**src/rtl/uart_core.sv**
```systemverilog
// Full-duplex UART: transmitter and receiver FSMs sharing one baud configuration.
// Define UART_CORE_PARITY_EN to add a parity bit whose sense is set by PARITY_ODD.
module uart_core #(
    parameter int unsigned SIZE       = 8,
    parameter int unsigned BAUD_RATE  = 115200,
    parameter int unsigned CLK_FREQ   = 1000000,
    parameter int unsigned BAUD_COUNT = CLK_FREQ / BAUD_RATE,
    parameter int unsigned STOP_BITS  = 1,
    parameter int unsigned PARITY_ODD = 0
) (
    input  logic            clk,
    input  logic            rst,
    input  logic [SIZE-1:0] data_in,
    input  logic            tx_en,
    input  logic            loopback,
    input  logic            rx,
    output logic            tx,
    output logic            tx_busy,
    output logic [SIZE-1:0] data_out,
    output logic            rx_done,
    output logic            frame_err,
    output logic            parity_err
);
    localparam int unsigned   CW        = $clog2(BAUD_COUNT);
    localparam int unsigned   BW        = $clog2(SIZE);
    localparam logic [CW-1:0] BAUD_LAST = CW'(BAUD_COUNT - 1);
    localparam logic [CW-1:0] HALF_LAST = CW'(BAUD_COUNT / 2 - 1);
    localparam logic [BW-1:0] DATA_LAST = BW'(SIZE - 1);
    localparam logic [BW-1:0] STOP_LAST = BW'(STOP_BITS - 1);

    if (SIZE < 5 || SIZE > 9 || BAUD_COUNT < 4 || STOP_BITS < 1 || STOP_BITS > 2 ||
        PARITY_ODD > 1) begin : g_cfg_check
        $error("uart_core: unsupported parameter set");
    end

    typedef enum logic [2:0] {
        TxIdle, TxStart, TxData,
`ifdef UART_CORE_PARITY_EN
        TxParity,
`endif
        TxStop
    } tx_state_e;

    typedef enum logic [2:0] {
        RxIdle, RxStart, RxData,
`ifdef UART_CORE_PARITY_EN
        RxParity,
`endif
        RxStop
    } rx_state_e;

    tx_state_e       tx_state_q, tx_state_d;
    logic [CW-1:0]   tx_cnt_q, tx_cnt_d;
    logic [BW-1:0]   tx_bit_q, tx_bit_d;
    logic [SIZE-1:0] tx_shift_q, tx_shift_d;
    logic            tx_q, tx_d, tx_busy_q, tx_busy_d, tx_bit_end;

    rx_state_e       rx_state_q, rx_state_d;
    logic [CW-1:0]   rx_cnt_q, rx_cnt_d;
    logic [BW-1:0]   rx_bit_q, rx_bit_d;
    logic [SIZE-1:0] rx_shift_q, rx_shift_d, data_out_q, data_out_d;
    logic            rx_s1_q, rx_s2_q, rx_h_q, rx_fall, rx_sample;
    logic            rx_done_q, rx_done_d, frame_err_q, frame_err_d;

`ifdef UART_CORE_PARITY_EN
    localparam logic PAR_ODD = (PARITY_ODD != 0);
    logic tx_par_q, tx_par_d, rx_par_q, rx_par_d, parity_err_q, parity_err_d;
`endif

    always_comb begin
        tx_state_d = tx_state_q;
        tx_cnt_d   = tx_cnt_q;
        tx_bit_d   = tx_bit_q;
        tx_shift_d = tx_shift_q;
        tx_d       = tx_q;
        tx_busy_d  = tx_busy_q;
`ifdef UART_CORE_PARITY_EN
        tx_par_d   = tx_par_q;
`endif
        tx_bit_end = (tx_cnt_q == BAUD_LAST);
        if (tx_state_q != TxIdle) tx_cnt_d = tx_bit_end ? '0 : tx_cnt_q + CW'(1);
        unique case (tx_state_q)
            TxIdle: if (tx_en) begin
                tx_shift_d = data_in;
`ifdef UART_CORE_PARITY_EN
                tx_par_d   = (^data_in) ^ PAR_ODD;
`endif
                tx_cnt_d   = '0;
                tx_bit_d   = '0;
                tx_d       = 1'b0;
                tx_busy_d  = 1'b1;
                tx_state_d = TxStart;
            end
            TxStart: if (tx_bit_end) begin
                tx_d       = tx_shift_q[0];
                tx_state_d = TxData;
            end
            TxData: if (tx_bit_end) begin
                if (tx_bit_q == DATA_LAST) begin
                    tx_bit_d   = '0;
`ifdef UART_CORE_PARITY_EN
                    tx_d       = tx_par_q;
                    tx_state_d = TxParity;
`else
                    tx_d       = 1'b1;
                    tx_state_d = TxStop;
`endif
                end else begin
                    tx_bit_d   = tx_bit_q + BW'(1);
                    tx_shift_d = tx_shift_q >> 1;
                    tx_d       = tx_shift_q[1];
                end
            end
`ifdef UART_CORE_PARITY_EN
            TxParity: if (tx_bit_end) begin
                tx_d       = 1'b1;
                tx_state_d = TxStop;
            end
`endif
            TxStop: if (tx_bit_end) begin
                if (tx_bit_q == STOP_LAST) begin
                    tx_busy_d  = 1'b0;
                    tx_state_d = TxIdle;
                end else begin
                    tx_bit_d = tx_bit_q + BW'(1);
                end
            end
            default: tx_state_d = TxIdle;
        endcase
    end

    assign rx_fall = rx_h_q & ~rx_s2_q;

    always_comb begin
        rx_state_d  = rx_state_q;
        rx_cnt_d    = rx_cnt_q;
        rx_bit_d    = rx_bit_q;
        rx_shift_d  = rx_shift_q;
        data_out_d  = data_out_q;
        rx_done_d   = 1'b0;
        frame_err_d = frame_err_q;
`ifdef UART_CORE_PARITY_EN
        rx_par_d     = rx_par_q;
        parity_err_d = parity_err_q;
`endif
        // Start bit is sampled at its midpoint; every later bit a full period after that.
        rx_sample = (rx_state_q == RxStart) ? (rx_cnt_q == HALF_LAST) : (rx_cnt_q == BAUD_LAST);
        if (rx_state_q != RxIdle) rx_cnt_d = rx_sample ? '0 : rx_cnt_q + CW'(1);
        unique case (rx_state_q)
            RxIdle: if (rx_fall) begin
                rx_cnt_d   = '0;
                rx_state_d = RxStart;
            end
            RxStart: if (rx_sample) begin
                rx_bit_d   = '0;
                rx_state_d = rx_s2_q ? RxIdle : RxData;
            end
            RxData: if (rx_sample) begin
                rx_shift_d = {rx_s2_q, rx_shift_q[SIZE-1:1]};
                if (rx_bit_q == DATA_LAST) begin
                    rx_bit_d   = '0;
`ifdef UART_CORE_PARITY_EN
                    rx_state_d = RxParity;
`else
                    rx_state_d = RxStop;
`endif
                end else begin
                    rx_bit_d = rx_bit_q + BW'(1);
                end
            end
`ifdef UART_CORE_PARITY_EN
            RxParity: if (rx_sample) begin
                rx_par_d   = rx_s2_q;
                rx_state_d = RxStop;
            end
`endif
            RxStop: if (rx_sample) begin
                data_out_d  = rx_shift_q;
                frame_err_d = ~rx_s2_q;
`ifdef UART_CORE_PARITY_EN
                parity_err_d = ((^rx_shift_q) ^ rx_par_q) != PAR_ODD;
`endif
                rx_done_d   = 1'b1;
                rx_state_d  = RxIdle;
            end
            default: rx_state_d = RxIdle;
        endcase
    end

    always_ff @(posedge clk or negedge rst) begin
        if (!rst) begin
            tx_state_q  <= TxIdle;
            tx_cnt_q    <= '0;
            tx_bit_q    <= '0;
            tx_shift_q  <= '0;
            tx_q        <= 1'b1;
            tx_busy_q   <= 1'b0;
            rx_s1_q     <= 1'b1;
            rx_s2_q     <= 1'b1;
            rx_h_q      <= 1'b1;
            rx_state_q  <= RxIdle;
            rx_cnt_q    <= '0;
            rx_bit_q    <= '0;
            rx_shift_q  <= '0;
            data_out_q  <= '0;
            rx_done_q   <= 1'b0;
            frame_err_q <= 1'b0;
`ifdef UART_CORE_PARITY_EN
            tx_par_q     <= 1'b0;
            rx_par_q     <= 1'b0;
            parity_err_q <= 1'b0;
`endif
        end else begin
            tx_state_q  <= tx_state_d;
            tx_cnt_q    <= tx_cnt_d;
            tx_bit_q    <= tx_bit_d;
            tx_shift_q  <= tx_shift_d;
            tx_q        <= tx_d;
            tx_busy_q   <= tx_busy_d;
            rx_s1_q     <= loopback ? tx_q : rx;
            rx_s2_q     <= rx_s1_q;
            rx_h_q      <= rx_s2_q;
            rx_state_q  <= rx_state_d;
            rx_cnt_q    <= rx_cnt_d;
            rx_bit_q    <= rx_bit_d;
            rx_shift_q  <= rx_shift_d;
            data_out_q  <= data_out_d;
            rx_done_q   <= rx_done_d;
            frame_err_q <= frame_err_d;
`ifdef UART_CORE_PARITY_EN
            tx_par_q     <= tx_par_d;
            rx_par_q     <= rx_par_d;
            parity_err_q <= parity_err_d;
`endif
        end
    end

    assign tx        = tx_q;
    assign tx_busy   = tx_busy_q;
    assign data_out  = data_out_q;
    assign rx_done   = rx_done_q;
    assign frame_err = frame_err_q;
`ifdef UART_CORE_PARITY_EN
    assign parity_err = parity_err_q;
`else
    assign parity_err = 1'b0;
`endif

endmodule

```
**config.mk**
```make
export PLATFORM = sky130hd
export DESIGN_NAME = uart_core
export DESIGN_NICKNAME = d
export VERILOG_FILES = /design/src/rtl/uart_core.sv
export SDC_FILE = /design/constraint.sdc
export NUM_CORES = 1
export LEC_CHECK = 0
export ABC_AREA = 1
export ABC_CLOCK_PERIOD_IN_PS = 1600
export CORE_ASPECT_RATIO = 0.9
export CORE_UTILIZATION = 50
export CTS_CLUSTER_DIAMETER = 150
export DETAILED_ROUTE_END_ITERATION = 16
export GPL_ROUTABILITY_DRIVEN = 0
export HOLD_SLACK_MARGIN = 0.1
export PLACE_DENSITY = 0.74
export SYNTH_ARGS = -nofsm -noshare
export SYNTH_HDL_FRONTEND = slang
export SYNTH_SLANG_ARGS = --single-unit
```
**constraint.sdc**
```tcl
create_clock -name clk -period 1.6 [get_ports clk]
set_clock_uncertainty 0.15 [all_clocks]
set_input_delay 0.24 -clock clk [delete_from_list [all_inputs] [get_ports clk]]
set_output_delay 0.24 -clock clk [all_outputs]
set_load 0.02 [all_outputs]
```
==> results of run 1 <==
## worst max-delay path by stage
| stage | slack [ns] | endpoint | cells after the start |
|---|---|---|---|
| 2_1_floorplan | 0.01 | tx_shift_q[4] | 10 |
| 3_3_place_gp | -0.06 | tx_shift_q[2] | 8 |
| 3_5_place_dp | -0.10 | tx_bit_q[1] | 8 |
| 4_1_cts | 0.008 | tx_bit_q[2] | 9 |
| 5_1_grt | -0.11 | tx_bit_q[2] | 7 |
| 6_report | -0.01 | tx_busy | 9 |
## state kept, by name, summed over array words and instances, names as in the netlist, 2 cells and up
name,cells
tx_cnt_q,3
data_out,8
tx_state_q,2
rx_state_q,2
rx_bit_q,3
tx_shift_q,8
rx_shift_q,8
rx_cnt_q,3
tx_bit_q,3
## worst max-delay path, cell delays in order, from the launching register on
cell and delay [ns]:
dfrtp_2 0.45, inv_2 0.09, ha_4 0.14, nand2_1 0.09, buf_4 0.14, buf_4 0.12
buf_4 0.12, nand3_1 0.10, nand2_1 0.06, o21ai_0 0.07
## synthesized netlist by cell type (2+ instances only)
master	instances	share of area [%]
nand2_1	68	11
dfrtp_1	43	46
inv_1	30	4.8
o21ai_0	20	4.3
o21ai_2	16	6.0
ha_1	13	7.0
nand3_1	12	2.6
nor2_1	12	1.9
mux2i_1	7	3.0
a21oi_1	6	1.3
dfstp_2	4	4.5
buf_4	3	0.96
nand4_1	3	0.80
buf_6	2	0.96
## metal layers
metal	track usage [%]	share of wire [%]
met5	0	0
met2	31.82	50
met4	8.654	1.7
met1	24.52	46
met3	5.446	2.9
## cell type report
| class | instances | area, µm² | share of cell area, % |
|---|---|---|---|
| Clock buffer | 6 | 72.57 | 2.420 |
| Clock inverter | 1 | 30.03 | 1.001 |
| Inverter | 31 | 118.9 | 3.963 |
| Multi-Input combinational cell | 169 | 1117 | 37.25 |
| Sequential cell | 47 | 1184 | 39.47 |
| Tap cell | 62 | 77.57 | 2.587 |
| Timing Repair Buffer | 44 | 399.1 | 13.31 |
## stage by stage
stage               util, %  instance area (µm²)  setup TNS, ns  total power, mW
floorplan                 -                 2338              0            3.410
global placement      60.95                 2719        -0.6309            3.914
detailed placement    60.95                 2719         -1.001            3.992
CTS                   65.39                 2917              0            5.053
global route          67.24                 2999        -0.7481            5.726
finish                67.24                 2999       -0.01221            5.270
## power breakdown
group	internal (mW)	total, mW	switching (mW)
combinational	1.12	2.54	1.42
sequential	1.58	1.89	0.312
clock	0.458	0.841	0.383
## what timing repair did
action	CTS	global route
setup endpoints to repair	24	20
buffers inserted	4	1
gates resized for setup	26	22
cloned	1	0
pin swaps	7	8
hold endpoints to repair	38	0
hold buffers	1	0
## cells by family after synthesis
group | after synthesis | share of synthesized area, %
AOI/OAI and AO/OA | 47 | 13.54
muxes | 8 | 3.478
DFF | 47 | 50.51
buffers and inverters | 37 | 7.116
adders and majority gates | 13 | 6.956
other | 1 | 0.1604
and+or+nand+nor | 99 | 18.25
==> metrics.md, run 1 <==
| Metric | Value |
|---|---|
| Ys async rst share | 100.0% |
| Post-Place Cells | roughly 350 |
| GR Util All Layers | 19.71% |
| Hpwl dp | roughly 2.9 mm |
| Fin cells | 360 |
| Status | complete, but fails checks |
| Row count | 23 |
| Most frequent cells in the layout | nand2_1, dfrtp_1, inv_1 |
| Vias in the first global route | 1603 |
| Pin count of the biggest net entering global routing | 22 |
| Final Hold Vio Count | 0 |
| Full die area | between 4000 and 5000 µm² |
| Mean Syn Cell Area | slightly above 9 µm² |
| Clock Tree Root | clkbuf_8 |
| Clock slew at reported path FFs | approximately 0.08 ns |
| Pins over their slew limit | 0 |
| Htree depth | 2 |
| Gate Count Post-Synth | 252 |
| Routed wire length | between 4 and 5 mm |
| R2r setup slk | -0.01 ns |
| Filler Cells Inserted | 347 |
| Sequential share of the synthesized area | 50.51% |
| Core Area | 4461 µm² |
| Routed vias/inst | 4.931 |
| Worst Hold Class | reg2reg |
| Failing checks | setup timing |
| CP max FO | 4 |
| Worst flop-to-flop path startpoint | tx_state_q[1] |
| CTS tree | built |
| Mapped cell area | ~2300 µm² |
| Reported max-cap violation count | 0 |
| DRT iter0 DRCs | between 90 and 100 |
| Worst vdd ir | approximately 1.1 mV |
| Hold Crit Start | rx_s1_q |
| Fin crit share | 100.8% |
| Clk_lat worst skew | around 0.30 ns |
| Leading cell type in the layout, fill and taps excluded | nand2_1 |
| Crit end category | register |
| Antenna violations before repair | 0 |
| Data required time of the critical path | around 1.7 ns |
| Gr ovfl total | 0 |
| CP startpoint | tx_state_q[1] |
| IO buf count | 24 |
| YS warnings | 0 |
| Worst Hold Depth | 0 |
| Setup CP Type | reg2reg |
| Share of layout cells above drive strength 1 | roughly a quarter |
| PwrDens | around 1800 nW/µm² |
| Final setup violation count | 1 |
| Die extent in y | 66.88 µm |
| Remaining antenna violation count | 0 |
| Final min period | 1.612 ns |
| Routed len/inst | approximately 12 µm |
| First-pass GRT wire length | around 7 mm |
| Synth Register Bits | 47 |
| CTS buffer count | 5 |
| Count of flip-flops with a built-in enable after synthesis | 0 |
| Syn nets | 278 |
| CTS max path bufs | 2 |
| DP Worst Slack | -0.1004 ns |
| Die X | 74.09 µm |
| Vias | 1775 |
| Count of cell types in the netlist | 27 |
| Hold Path Sink | rx_s2_q |
| Worst setup SP type | register |
| Top_reg_cell synth | dfrtp_1 |
| Setup WS post-layout | -0.01221 ns |
| Critical Path AT | 1.68 ns |
| Sink Count | between 40 and 50 |
| Hold_ws | between 0.2 and 0.25 ns |
| Lkg Pwr | between 1 and 1.5 nW |
| Register-to-Register Path Depth | 9 |
| N_diodes | 0 |
| P&R area growth vs syn | 28.25% |
| Worst R2R End | tx_busy |
| Nets | roughly 320 |
| # IOs | 26 |
| Achievable frequency | a little over 600 MHz |
| Drt pass-1 iters | 4 |
| DRC Markers | 0 |
| Initial core utilization | between 50% and 60% |
| RSZ-0062 raised after global routing | true |
Power figures use the tool's default switching activity.
==> inputs of run 2 (changes only) <==
--- a/config.mk
+++ b/config.mk
@@ -6,14 +6,15 @@
 export NUM_CORES = 1
 export LEC_CHECK = 0
 export ABC_AREA = 1
-export ABC_CLOCK_PERIOD_IN_PS = 1600
+export ABC_CLOCK_PERIOD_IN_PS = 1700
 export CORE_ASPECT_RATIO = 0.9
 export CORE_UTILIZATION = 50
 export CTS_CLUSTER_DIAMETER = 150
 export DETAILED_ROUTE_END_ITERATION = 16
 export GPL_ROUTABILITY_DRIVEN = 0
 export HOLD_SLACK_MARGIN = 0.1
-export PLACE_DENSITY = 0.74
+export PLACE_DENSITY = 0.71
+export SKIP_LAST_GASP = 1
 export SYNTH_ARGS = -nofsm -noshare
 export SYNTH_HDL_FRONTEND = slang
 export SYNTH_SLANG_ARGS = --single-unit
==> constraint.sdc (replaced) <==
create_clock -name clk -period 1.7 [get_ports clk]
set_clock_uncertainty 0.15 [all_clocks]
set_input_delay 0.255 -clock clk [delete_from_list [all_inputs] [get_ports clk]]
set_output_delay 0.255 -clock clk [all_outputs]
set_load 0.02 [all_outputs]
==> metrics.md, run 2 (same netlist as run 1, synthesis figures left out) <==
| Metric | Value |
|---|---|
| Status | finished, final reports clean |
| DRC Markers | 0 (unchanged) |
| Share of layout cells above drive strength 1 | 20.96% (-4.5 points) |
| Filler Cells Inserted | 360 (+3.7%) |
| CP max-delay cell | clkdlybuf4s50_1 |
| Final Hold Vio Count | 0 (unchanged) |
| # IOs | 26 (unchanged) |
| Max stage delay on crit path | 0.59 ns (+0.14 ns) |
| Gr ovfl total | 0 (unchanged) |
| Routed wire length | 4.113 mm (-5.1%) |
| Top sig layer | met4 |
| Hold_ws | 0.2004 ns (-0.008656 ns) |
| Crit-path leading delay family | buffers and inverters |
| Die X | 74.09 µm (unchanged) |
| Critical Path AT | 1.23 ns (-0.45 ns) |
| GR Util All Layers | 18.65% (-1.1 points) |
| Full die area | 4955 µm² (unchanged) |
| PwrDens | 1581 nW/µm² (-10%) |
| Final setup violation count | 0 (-1) |
| Worst Path Buf+Inv | 1 (-3) |
| P&R area growth vs syn | 23.54% |
| Crit end category | primary output |
| Clk_lat worst skew | 0.31 ns (about the same) |
| Htree depth | 2 (unchanged) |
| N_diodes | 0 (unchanged) |
| Die extent in y | 66.88 µm (unchanged) |
| Seq pwr share | 38.0% (+2.1 points) |
| Pin count of the biggest net entering global routing | 48 (+120%) |
| Lkg Pwr | 1.510 nW (+5.9%) |
| CP max FO | 1 (-3) |
| Internal power | 2.679 mW (-15%) |
| Total Power | 4.567 mW (-13%) |
| Worst setup SP type | register |
| Leading cell type in the layout, fill and taps excluded | nand2_1 |
| Switch share | 41.34% (+1.2 points) |
| Vias in the first global route | 1602 (-0.062%) |
| Reported max-cap violation count | 0 (unchanged) |
| Clock slew at reported path FFs | 0.09 ns (about the same) |
| CTS tree | built |
| CTS buffer count | 5 (unchanged) |
| Seq. cell area | 1181 µm² (-0.21%) |
| Most frequent cells in the layout | nand2_1, dfrtp_1, inv_1 |
| Routed wl met2 | 1.917 mm (-11%) |
| DP Worst Slack | -0.03164 ns (+0.06879 ns) |
| Initial core utilization | 52.43% (unchanged) |
| Setup WS post-layout | 0.06525 ns (+0.07745 ns) |
| Drt pass-1 iters | 4 (unchanged) |
| Fin crit share | 96.16% |
| Routed vias/inst | 4.884 (-0.95%) |
| Antenna violations before repair | 0 (unchanged) |
| Net Sw Power | 1.888 mW (-11%) |
| IO buf count | 24 (unchanged) |
| Comb power frac | 47.1% (-1.1 points) |
| Met3 Wirelength | 121 µm (-3.2%) |
| Clock Tree Root | clkbuf_8 |
| Clock power share | 14.8% (-1.2 points) |
| Setup CP Type | reg2out |
| M1 WL | 1.988 mm (+0.25%) |
| Post-route setup TNS | 0 ns (+0.01221 ns) |
| Achievable frequency | about 610 MHz |
| Multi-input gate area | 1054 µm² (-5.7%) |
| Worst vdd ir | 0.7891 mV (-26%) |
| Remaining antenna violation count | 0 (unchanged) |
| Data required time of the critical path | 1.29 ns (-0.38 ns) |
| Worst Hold Class | reg2reg |
| Sink Count | 47 (unchanged) |
| Row count | 23 (unchanged) |
| Final min period | ~1.6 ns |
| DRT iter0 DRCs | 90 (-6.3%) |
| Nets | 316 (-2.5%) |
| Routed len/inst | 11.65 µm (-3.2%) |
| RSZ-0062 raised after global routing | true |
| Core Area | 4461 µm² (unchanged) |
| Pins over their slew limit | 0 (unchanged) |
| Vias | 1724 (-2.9%) |
| CTS max path bufs | 2 (unchanged) |
| First-pass GRT wire length | 6.948 mm (-2.4%) |
| Critical-path cell list | clkdlybuf4s50_1 |
| Hpwl dp | 2.738 mm (-5.6%) |
==> run 2: cell types whose count changed in the layout (fill, tap and decap cells not counted), moves of 3 or more <==
cell,before,now
buf_4,17,9
ha_4,5,2
dlygate4sd2_1,11,2
dlymetal6s2s_1,0,9
nor2_1,9,12
ha_1,4,7
==> run 2: per-stage QoR <==
stage,instance area [µm²],utilization [%],std cells
after floorplan,2338,-,252
after global placement,2674,59.94,340
after detailed placement,2674,59.94,340
after CTS,2809,62.97,351
after global routing,2889,64.77,353
final,2889,64.77,353
==> run 2: area by class of cell <==
class                   count  share of cell area (%)
repair buffers             36                   12.91
clock buffers               5                   2.382
well taps                  62                   2.685
multi-input cells         169                   36.47
flip-flops and latches     47                   40.88
inverters                  31                   4.028
clock inverters             3                  0.6496
==> run 2: power groups by stage <==
| stage | Sequential [mW] | Clock [mW] | Combinational (mW) |
|---|---|---|---|
| floorplan | 1.72 | 0 | 1.49 |
| global placement | 1.73 | 0 | 1.89 |
| CTS | 1.73 | 0.703 | 2.08 |
| finish | 1.74 | 0.676 | 2.15 |
| detailed placement | 1.74 | 0 | 1.95 |
| global route | 1.79 | 0.739 | 2.46 |
==> run 2: worst register-to-register path: stages (launching register included) <==
cell and delay (ns):
dfrtp_1 0.42, ha_4 0.17, ha_4 0.13, inv_2 0.03
nand2_2 0.05, nand2_2 0.07, inv_2 0.08, nand4_1 0.20
nand2_1 0.13, o21ai_1 0.06
==> run 2: timing repair <==
action / in CTS / in global routing
gates resized for setup: 6 / 24
cloned: 1 / 0
setup endpoints to repair: 11 / 23
pin swaps: 1 / 4
setup buffers: 1 / 2
endpoints found under the hold margin: 47 / 0
hold buffers: 1 / 0
==> run 2: final timing paths <==
kind,slack [ns],start,cells past startpoint,to
worst max-delay path,0.07,rx_done,1,rx_done
worst min-delay path,0.20,rx_s1_q,0,rx_s2_q
worst max register to register,0.10,tx_cnt_q[0],9,tx_bit_q[0]
worst min register to register,0.20,rx_s1_q,0,rx_s2_q
max in group asynchronous,0.82,rst,3,tx
min in group asynchronous,0.29,rst,3,rx_bit_q[2]
==> run 2: per-layer routing <==
layer / GRT usage, % / vias to the layer above
met5: 0 / -
met4: 8.654 / 0
met1: 24.11 / 798
met3: 3.782 / 7
met2: 29.77 / 27
li1: - / 892
==> inputs of run 3 (changes only) <==
--- a/config.mk
+++ b/config.mk
@@ -8,12 +8,12 @@
 export ABC_AREA = 1
 export ABC_CLOCK_PERIOD_IN_PS = 1700
 export CORE_ASPECT_RATIO = 0.9
-export CORE_UTILIZATION = 50
+export CORE_UTILIZATION = 56
 export CTS_CLUSTER_DIAMETER = 150
 export DETAILED_ROUTE_END_ITERATION = 16
 export GPL_ROUTABILITY_DRIVEN = 0
 export HOLD_SLACK_MARGIN = 0.1
-export PLACE_DENSITY = 0.71
+export PLACE_DENSITY = 0.78
 export SKIP_LAST_GASP = 1
 export SYNTH_ARGS = -nofsm -noshare
 export SYNTH_HDL_FRONTEND = slang
==> metrics.md, run 3 (same netlist as run 1, synthesis figures left out) <==
| Metric | Value |
|---|---|
| Status | finished, final reports clean |
| Pins over their slew limit | 0 (unchanged) |
| Antenna violations before repair | 0 (unchanged) |
| Max stage delay on crit path | 0.60 ns (about the same) |
| Leading cell type in the layout, fill and taps excluded | nand2_1 |
| Clk_lat worst skew | 0.30 ns (about the same) |
| PwrDens | 1583 nW/µm² (+0.12%) |
| DP Worst Slack | -0.0006989 ns (+0.03094 ns) |
| CP max FO | 2 (+1) |
| Crit end category | primary output |
| Share of layout cells above drive strength 1 | 20.07% (-0.89 points) |
| Vias in the first global route | 1588 (-0.87%) |
| Worst vdd ir | 1.029 mV (+30%) |
| Filler Cells Inserted | 301 (-16%) |
| Final setup violation count | 0 (unchanged) |
| Worst setup SP type | register |
| Total Power | 4.493 mW (-1.6%) |
| CTS tree | built |
| GR Util All Layers | 20.79% (+2.1 points) |
| CTS buffer count | 5 (unchanged) |
| Post-route design area | 2839 µm² (-1.7%) |
| Critical Path AT | 1.24 ns (about the same) |
| Drt pass-1 iters | 4 (unchanged) |
| Worst Hold Class | reg2reg |
| Crit-path leading delay family | buffers and inverters |
| Routed wire length | 4.255 mm (+3.5%) |
| Htree depth | 2 (unchanged) |
| Setup CP Type | reg2out |
| Full die area | 4439 µm² (-10%) |
| Most frequent cells in the layout | nand2_1, dfrtp_1, inv_1 |
| Seq. cell area | 1182 µm² (+0.11%) |
| Achievable frequency | 607.2 MHz (-0.74%) |
| P&R area growth vs syn | 21.40% |
| Routed vias/inst | 5.131 (+5.1%) |
| CTS max path bufs | 2 (unchanged) |
| Data required time of the critical path | 1.29 ns (about the same) |
| Hold_ws | 0.2117 ns (+0.01131 ns) |
| Hpwl dp | 2.982 mm (+8.9%) |
| Fin crit share | 96.87% (+0.71 points) |
| Gr ovfl total | 0 (unchanged) |
| Initial core utilization | 60.54% (+8.1 points) |
| Vias | 1719 (-0.29%) |
| First-pass GRT wire length | 7.224 mm (+4.0%) |
| Sink Count | 47 (unchanged) |
| DRT iter0 DRCs | 90 (unchanged) |
| Clock Tree Root | clkbuf_8 |
| Core Area | 3862 µm² (-13%) |
| Setup WS post-layout | 0.05314 ns (-0.01211 ns) |
| Die extent in y | 63.31 µm (-5.3%) |
| Fin util | 73.50% (+8.7 points) |
| Post-Place Cells | 322 (-5.3%) |
| Final min period | 1.647 ns (+0.01211 ns) |
| Routed len/inst | 12.70 µm (+9.0%) |
| # IOs | 26 (unchanged) |
| DRC Markers | 0 (unchanged) |
| Reported max-cap violation count | 0 (unchanged) |
| Final Hold Vio Count | 0 (unchanged) |
| Worst Path Buf+Inv | 1 (unchanged) |
| Post-route setup TNS | 0 ns (unchanged) |
| Fin cells | 335 (-5.1%) |
| CP max-delay cell | clkdlybuf4s50_1 |
| Remaining antenna violation count | 0 (unchanged) |
| IO buf count | 24 (unchanged) |
| Row count | 21 (-8.7%) |
| Die X | 70.12 µm (-5.4%) |
| Multi-input gate area | 1056 µm² (+0.24%) |
| Nets | 314 (-0.63%) |
| N_diodes | 0 (unchanged) |
| Pin count of the biggest net entering global routing | 34 (-29%) |
| Critical-path cell list | clkdlybuf4s50_1 |
| Lkg Pwr | 1.473 nW (-2.5%) |
| Placed Area | 2639 µm² (-1.3%) |
| Clock slew at reported path FFs | 0.08 ns (about the same) |
## run 3: worst paths after layout
kind / start / endpoint / slack (ns) / depth (start not counted)
min: rx_s1_q / rx_s2_q / 0.21 / 0
max: data_out[3] / data_out[3] / 0.05 / 1
max reg2reg: tx_cnt_q[1] / tx_shift_q[4] / 0.07 / 9
min in group asynchronous: rst / tx_state_q[0] / 0.25 / 2
max in group asynchronous: rst / rx_h_q / 0.59 / 3
min reg2reg: rx_s1_q / rx_s2_q / 0.21 / 0
## run 3: report_power, final
group / switching (mW) / internal [mW] / total (mW)
Sequential: 0.267 / 1.48 / 1.75
Clock: 0.354 / 0.281 / 0.636
Combinational: 1.25 / 0.855 / 2.11
Total: 1.87 / 2.62 / 4.49
## run 3: final cells by class
| type | instances | area share, % |
|---|---|---|
| repair buffers | 34 | 12.08 |
| clock inverters | 3 | 0.5289 |
| flip-flops and latches | 47 | 41.65 |
| inverters | 31 | 4.099 |
| multi-input cells | 169 | 37.20 |
| clock buffers | 5 | 2.424 |
| well taps | 46 | 2.027 |
## run 3: metal layers
| metal | track usage [%] | vias to the layer above | part of all wire, % | wire length [µm] |
|---|---|---|---|---|
| met5 | 0 | - | 0 | 0 |
| met4 | 6.000 | 0 | 0.80 | 34 |
| met3 | 6.240 | 4 | 3.8 | 163 |
| met2 | 30.53 | 36 | 45 | 1933 |
| met1 | 29.90 | 795 | 50 | 2123 |
| li1 | - | 884 | - | - |
## run 3: repair_timing
action	CTS	global route
hold buffers	1	0
gates resized for setup	4	24
gates cloned	0	1
pin swaps	2	4
buffers inserted	1	2
setup endpoints to repair	13	22
endpoints found under the hold margin	43	0
